File: config.mk
export PLATFORM = sky130hd
export DESIGN_NAME = cdb_arbiter
export DESIGN_NICKNAME = d
export VERILOG_FILES = /design/src/rtl/cdb_arbiter.sv
export SDC_FILE = /design/constraint.sdc
export NUM_CORES = 1
export LEC_CHECK = 0
export BUFFER_PORTS_ARGS = -buffer_cell sky130_fd_sc_hd__buf_2
export CELL_PAD_IN_SITES_DETAIL_PLACEMENT = 0
export CELL_PAD_IN_SITES_GLOBAL_PLACEMENT = 1
export CORE_AREA = 2 2 134 136
export DETAILED_ROUTE_END_ITERATION = 6
export DIE_AREA = 0 0 136 138
export PLACE_DENSITY = 0.83
export SKIP_LAST_GASP = 1
export SLEW_MARGIN = 10
export SYNTH_ARGS = -nofsm -noshare
export SYNTH_HDL_FRONTEND = slang
export SYNTH_SLANG_ARGS = --single-unit
File: constraint.sdc
create_clock -name clk_in -period 2.7 [get_ports clk_in]
set_input_delay 0.405 -clock clk_in [delete_from_list [all_inputs] [get_ports clk_in]]
set_output_delay 0.405 -clock clk_in [all_outputs]
set_load 0.02 [all_outputs]
File: src/rtl/cdb_arbiter.sv
// rtl/cdb_arbiter.sv - common data bus arbiter: two result FIFOs drained round-robin onto one registered broadcast port
module cdb_fifo #(
   parameter int RoB_WIDTH  = 3,
   parameter int FIFO_DEPTH = 2
) (
   input  logic                  clk_in,
   input  logic                  rst_in,
   input  logic                  flush_in,
   input  logic                  push_valid,
   output logic                  push_ready,
   input  logic [RoB_WIDTH-1:0]  push_index,
   input  logic [31:0]           push_data,
   input  logic                  pop,
   output logic                  not_empty,
   output logic [RoB_WIDTH-1:0]  head_index,
   output logic [31:0]           head_data
);
   localparam int PW = $clog2(FIFO_DEPTH);
   localparam int CW = PW + 1;

   logic [RoB_WIDTH+31:0] mem [FIFO_DEPTH];
   logic [PW-1:0]         head;
   logic [PW-1:0]         tail;
   logic [CW-1:0]         count;
   logic                  push_ok;

   // Ready never looks at this cycle's pop: a full FIFO stays closed even while draining.
   assign push_ready = (count < CW'(FIFO_DEPTH)) && !flush_in;
   assign push_ok    = push_valid && push_ready;
   assign not_empty  = (count != '0);
   assign {head_index, head_data} = mem[head];

   always_ff @(posedge clk_in) begin
      if (push_ok)
         mem[tail] <= {push_index, push_data};
   end

   always_ff @(posedge clk_in) begin
      if (rst_in || flush_in) begin
         head  <= '0;
         tail  <= '0;
         count <= '0;
      end else begin
         if (push_ok)
            tail <= tail + PW'(1);
         if (pop)
            head <= head + PW'(1);
         count <= count + CW'(push_ok) - CW'(pop);
      end
   end
endmodule

module cdb_arbiter #(
   parameter int RoB_WIDTH  = 3,
   parameter int FIFO_DEPTH = 2
) (
   input  logic                  clk_in,
   input  logic                  rst_in,
   input  logic                  flush_in,
   input  logic                  lsb_valid,
   output logic                  lsb_ready,
   input  logic [RoB_WIDTH-1:0]  lsb_index,
   input  logic [31:0]           lsb_data,
   input  logic                  rs_valid,
   output logic                  rs_ready,
   input  logic [RoB_WIDTH-1:0]  rs_index,
   input  logic [31:0]           rs_data,
   output logic                  cdb_valid,
   output logic [RoB_WIDTH-1:0]  cdb_index,
   output logic [31:0]           cdb_data,
   output logic                  cdb_src
);
   logic                 lsb_ne;
   logic                 rs_ne;
   logic [RoB_WIDTH-1:0] lsb_head_index;
   logic [RoB_WIDTH-1:0] rs_head_index;
   logic [31:0]          lsb_head_data;
   logic [31:0]          rs_head_data;
   logic                 grant_lsb;
   logic                 grant_rs;
   logic                 last_grant;

   cdb_fifo #(.RoB_WIDTH(RoB_WIDTH), .FIFO_DEPTH(FIFO_DEPTH)) u_lsb_fifo (
      .clk_in     (clk_in),
      .rst_in     (rst_in),
      .flush_in   (flush_in),
      .push_valid (lsb_valid),
      .push_ready (lsb_ready),
      .push_index (lsb_index),
      .push_data  (lsb_data),
      .pop        (grant_lsb && !flush_in),
      .not_empty  (lsb_ne),
      .head_index (lsb_head_index),
      .head_data  (lsb_head_data)
   );

   cdb_fifo #(.RoB_WIDTH(RoB_WIDTH), .FIFO_DEPTH(FIFO_DEPTH)) u_rs_fifo (
      .clk_in     (clk_in),
      .rst_in     (rst_in),
      .flush_in   (flush_in),
      .push_valid (rs_valid),
      .push_ready (rs_ready),
      .push_index (rs_index),
      .push_data  (rs_data),
      .pop        (grant_rs && !flush_in),
      .not_empty  (rs_ne),
      .head_index (rs_head_index),
      .head_data  (rs_head_data)
   );

   // last_grant: 1 = LSB won most recently, so a tie goes to the other source.
   assign grant_lsb = lsb_ne && (!rs_ne || !last_grant);
   assign grant_rs  = rs_ne && (!lsb_ne || last_grant);

   always_ff @(posedge clk_in) begin
      if (rst_in) begin
         cdb_valid  <= 1'b0;
         cdb_index  <= '0;
         cdb_data   <= '0;
         cdb_src    <= 1'b0;
         last_grant <= 1'b1;
      end else if (flush_in) begin
         cdb_valid <= 1'b0;
      end else if (grant_lsb) begin
         cdb_valid  <= 1'b1;
         cdb_index  <= lsb_head_index;
         cdb_data   <= lsb_head_data;
         cdb_src    <= 1'b1;
         last_grant <= 1'b1;
      end else if (grant_rs) begin
         cdb_valid  <= 1'b1;
         cdb_index  <= rs_head_index;
         cdb_data   <= rs_head_data;
         cdb_src    <= 1'b0;
         last_grant <= 1'b0;
      end else begin
         cdb_valid <= 1'b0;
      end
   end
endmodule

# == Word level (Yosys, flattened, before mapping) ==
# Memories as Yosys holds them, arrays and structs flattened. A register that Yosys moved wholly into a read port is not among the register bits.
# Cells that the tools add are included.
# op_classes
n_addsub,8
n_lt_le_gt_ge,2
n_mux,16
bitwise,1
n_reduce_logical,20
# ops
operator,n
32-bit two-way mux,2
1-bit two-way mux,12
1-bit logical AND,8
3-bit two-way mux,2
2-bit nonzero test,3
"1-bit adder, second input constant",4
2-bit by 1-bit adder with 2-bit output,2
1-bit logical NOT,4
"2-bit less-than comparator, second input constant",2
2-bit by 1-bit subtractor with 2-bit output,2
1-bit logical OR,3
2-bit AND reduction,1
2-bit OR reduction,1
1-bit inverter,1
# word_totals
reg_bits,46
mem_bits_rw,140
elab_cells,60
mem_count,2
# memory_table
name,depth,word_bits,rd,rd_ports_with_merged_regs,write_ports,line_no,rtl
u_lsb_fifo.mem,2,35,1,1,1,21,logic [RoB_WIDTH+31:0] mem [FIFO_DEPTH];
u_rs_fifo.mem,2,35,1,1,1,21,

# == Logic depth before layout (Yosys ltp) ==
# depth
depth_word,7
depth_mapped,10
ltp_nobuf,8

# == Modules after synthesis ==
# A second synthesis with hierarchy kept.
# hier_totals
cells_unflattened,476
area_unflattened_um2,7713.6
# by_module_without_submodules
module,n_inst,cells_per_inst,area_each_um2,seq_area_each_um2
cdb_fifo,2,133,2890.3,2202.1
cdb_arbiter,1,210,1933.1,760.7

# == Worst setup path before layout ==
# No wires, ideal clock.
# synth_timing
kind,input to register
from,input flush_in
to,memory u_lsb_fifo.mem[0][0] (netlist name) (enable)
setup_ns,0.431
t_arrival_ns,2.557
required_time_ns,2.269
path_slack_ns,-0.288
path_stages,3
n_path_buf,0
path_cell_list,nor2_1 -> and2_1 -> nor2b_1
# synth_between
elab_chain_cells,5
# synth_rtl
element,line_no,rtl
start: declaration,59,"input logic flush_in,"
1-bit logical NOT,28,assign push_ready = (count < CW'(FIFO_DEPTH)) && !flush_in;
1-bit logical AND,28,
1-bit logical AND,29,assign push_ok = push_valid && push_ready;
net u_lsb_fifo.push_ok,25,logic push_ok;
1-bit two-way mux,34,if (push_ok)
1-bit two-way mux (not written as such),35,"mem[tail] <= {push_index, push_data};"
end: declaration,21,
# The timed path passes the listed nets, and every way through them passes these cells.

# == Worst setup path after layout ==
# layout_timing
from,register u_lsb_fifo.count[1]
to,register cdb_data[14]
# layout_between
elab_chain_cells,6
# layout_rtl
element,line_no,rtl
start: declaration,24,logic [CW-1:0] count;
start signal: assignment,48,count <= count + CW'(push_ok) - CW'(pop);
2-bit nonzero test (*),30,assign not_empty = (count != '0);
1-bit logical NOT,113,assign grant_rs = rs_ne && (!lsb_ne || last_grant);
1-bit logical OR,113,
1-bit logical AND,113,
2-bit nonzero test (no line),n/a,
2-bit AND reduction (no line),n/a,
end signal: assignment,127,cdb_data <= lsb_head_data;
end signal: assignment,133,cdb_data <= rs_head_data;
end: declaration,70,"output logic [31:0] cdb_data,"
# Mark *: on every way between the ends. The rest lies on a longest branch, timed or not.
# A chain may end at the register's enable or synchronous reset.

==> results.ini <==
[power_and_ir_drop]
p_per_area_nw_per_um2 = 729
p_total_mw = 6.25
p_leak_nw = 3.12
vdd_drop_max_mv = 0.453

[timing]
hold_violations = 0
fin_skew_ps = 12.3
rsz0062_at_grt = no
setup_tns_ps = 0
max_slew_margin_pct = 29.5
fin_crit_ps = 2000
max_freq_mhz = 499
setup_viol_count_final = 0
timing.final.crit_share_pct = 74.2
drv_slew = 0
timing.final.ws_setup_ps = 697
worst_hold_slack_ps = 160
worst_pin_slew_ps = 1050

[yosys]
synth_edf_count = 140
syn_area_sq_um = 7180
synth.ff_latch_count = 188
yosysWarningCount = 0
synth_top_area_share_pct = 58.6
synth.distinct_cells = 36
synth_area_leaders = edfxtp_1 (59%), dfxtp_1 (13%), mux2i_1 (9.8%)
netlist_instances = 452
synth_fp_nets = 531
synthArstFlopShare_pct = 0
synth_area_leader_cell = edfxtp_1
seq_area_frac_synth_pct = 71.9
synthFlopType = edfxtp_1
syn_avg_cell_area_sq_um = 15.9

[grt]
grt_max_degree = 39
grt_pass1_wl_mm = 23.6
grt_usage_pct = 16.8
grt_pass1_vias = 4362
gr-total-overflow = 0
antenna_found_initial = 1

[routing]
vias = 4193
viasPerCell = 5.21
ant_nets = 0
met1Wirelength_mm = 6.25
drtIter0Drc = 264
drc_errors = 0
routed_wl_mm = 15.2
firstDrtPassIters = 4
wl_per_cell_um = 18.8
wl_met3_um = 842
routed.top_layer = met5
wl_met2_mm = 7.84

[critical_path]
critPathKind = flip-flop to flip-flop
r2r_slack_ps = 700
endpoint_kind = flip-flop
rr_startpoint = u_lsb_fifo.count[1]
crit_path_start = u_lsb_fifo.count[1]
worst_setup_path_start_kind = flip-flop
crit_fanout = 22
worstPathArrival_ps = 2370
required_ps = 3070

[flow_run]
drv_cap = 0

[placement]
dp_hpwl_mm = 9.84
post-place-ws_ps = 746
placed_area_sq_um = 7980
gp_congestion = 0.793
io_buffer_count = 113
placed_cells = 773

[min_path]
min_from = lsb_data[25]
min-delay-path-class = primary input to flip-flop

[cells_and_area]
nets = 642
multiInputGateArea_sq_um = 1820
n_fill_cell = 1535
drive_gt1_share_pct = 33.0
regArea_sq_um = 5170
antenna_cells = 0
synthToLayoutAreaGrowth_pct = 19.5
final_util_pct = 48.9
design_area_sq_um = 8580
final_cell_count_no_fill = 805

[clock_network]
cts_resized = 0
cts_setup_buffers = 0
clkLatencyLatePin_ps = 430
ctsHoldBuffers = 0
cts.sinks = 188
cts-buffers-inserted = 17
ctsRootBufferMaster = clkbuf_16
clock_path_buffers = 2
clk_pin_slew_ps = 70
cts_max_level = 4
cts_tree = done

[floorplan]
floorplan.initialDensity_pct = 40.9
core_area_sq_um = 17500
dieWidth_um = 136
ioPinCount = 114
rows = 49
die_y_um = 138
die_area_sq_um = 18800

[run_status]
status = complete, no violations

[Yosys cell counts (3+ instances only)]
master	count
clkbuf_1	8
inv_1	7
buf_2	11
nand3_1	35
a32o_2	21
edfxtp_1	140
ha_1	4
xnor2_1	4
a21oi_1	4
nor2b_1	3
o21ai_0	36
mux2i_1	70
a32o_1	14
nor2_1	13
buf_6	8
dfxtp_1	48
[state kept, by name, indices dropped and copies added, names as in the netlist, named ones only]
register          count
u_rs_fifo.mem        70
cdb_data             32
u_lsb_fifo.head       1
u_lsb_fifo.tail       1
cdb_valid             1
u_rs_fifo.count       2
u_lsb_fifo.count      2
last_grant            1
u_rs_fifo.head        1
u_rs_fifo.tail        1
u_lsb_fifo.mem       70
cdb_index             3
cdb_src               1
[cell usage in the layout (no fill, tap or decap), types with 7 or more instances in the layout]
| cell | n |
|---|---|
| buf_2 | 113 |
| o21ai_0 | 36 |
| a32o_2 | 21 |
| inv_1 | 7 |
| nand3_1 | 35 |
| a32o_1 | 14 |
| buf_4 | 7 |
| clkbuf_16 | 18 |
| mux2i_1 | 70 |
| nor2_1 | 12 |
| dfxtp_1 | 46 |
| edfxtp_1 | 140 |
[routing by layer]
layer / up-vias / global-route usage, %
li1: 1990 / -
met5: - / 0
met2: 127 / 29.2
met3: 28 / 4.14
met1: 2046 / 20.3
met4: 2 / 5.37
[cell type report]
class                      count  share of cell area, %
clock buffer                  19                   5.30
inverter                       7                  0.306
clock inverter                13                   1.68
timing repair buffer         123                   7.91
multi-input combinational    226                   21.2
sequential                   188                   60.2
tap                          229                   3.34
[worst paths after layout]
path | to | cells past startpoint
worst max-delay path | cdb_data[14] | 4
worst min-delay path | u_lsb_fifo.mem[1][25] | 1
worst max register to register | cdb_data[14] | 4
worst min register to register | cdb_data[27] | 1
[power breakdown]
part	switching [mW]	total, mW	leakage, nW	internal (mW)
combinational	0.307	0.495	1.15	0.189
sequential	0.0524	3.27	1.68	3.22
clock	1.11	2.48	0.292	1.37
total	1.47	6.25	3.12	4.78
[critical path, cell delays in order, from the launching register on]
cell	delay (ps)
dfxtp_1	390
or4_4	580
a21oi_4	420
buf_4	370
a32o_1	180
[cells by family (layout without fill, tap and decap cells)]
| group | count (synthesis) | after routing | synth area share, % |
|---|---|---|---|
| flip-flops | 188 | 188 | 71.9 |
| multiplexers | 70 | 70 | 9.76 |
| AO/OA/AOI/OAI | 84 | 84 | 9.18 |
| AND/OR/NAND/NOR | 62 | 62 | 4.43 |
| adder cells (fa/ha/maj) | 4 | 4 | 0.697 |
| XOR/XNOR | 6 | 6 | 0.732 |
| buffers and inverters | 38 | 162 | 3.26 |
Power figures use the tool's default switching activity.
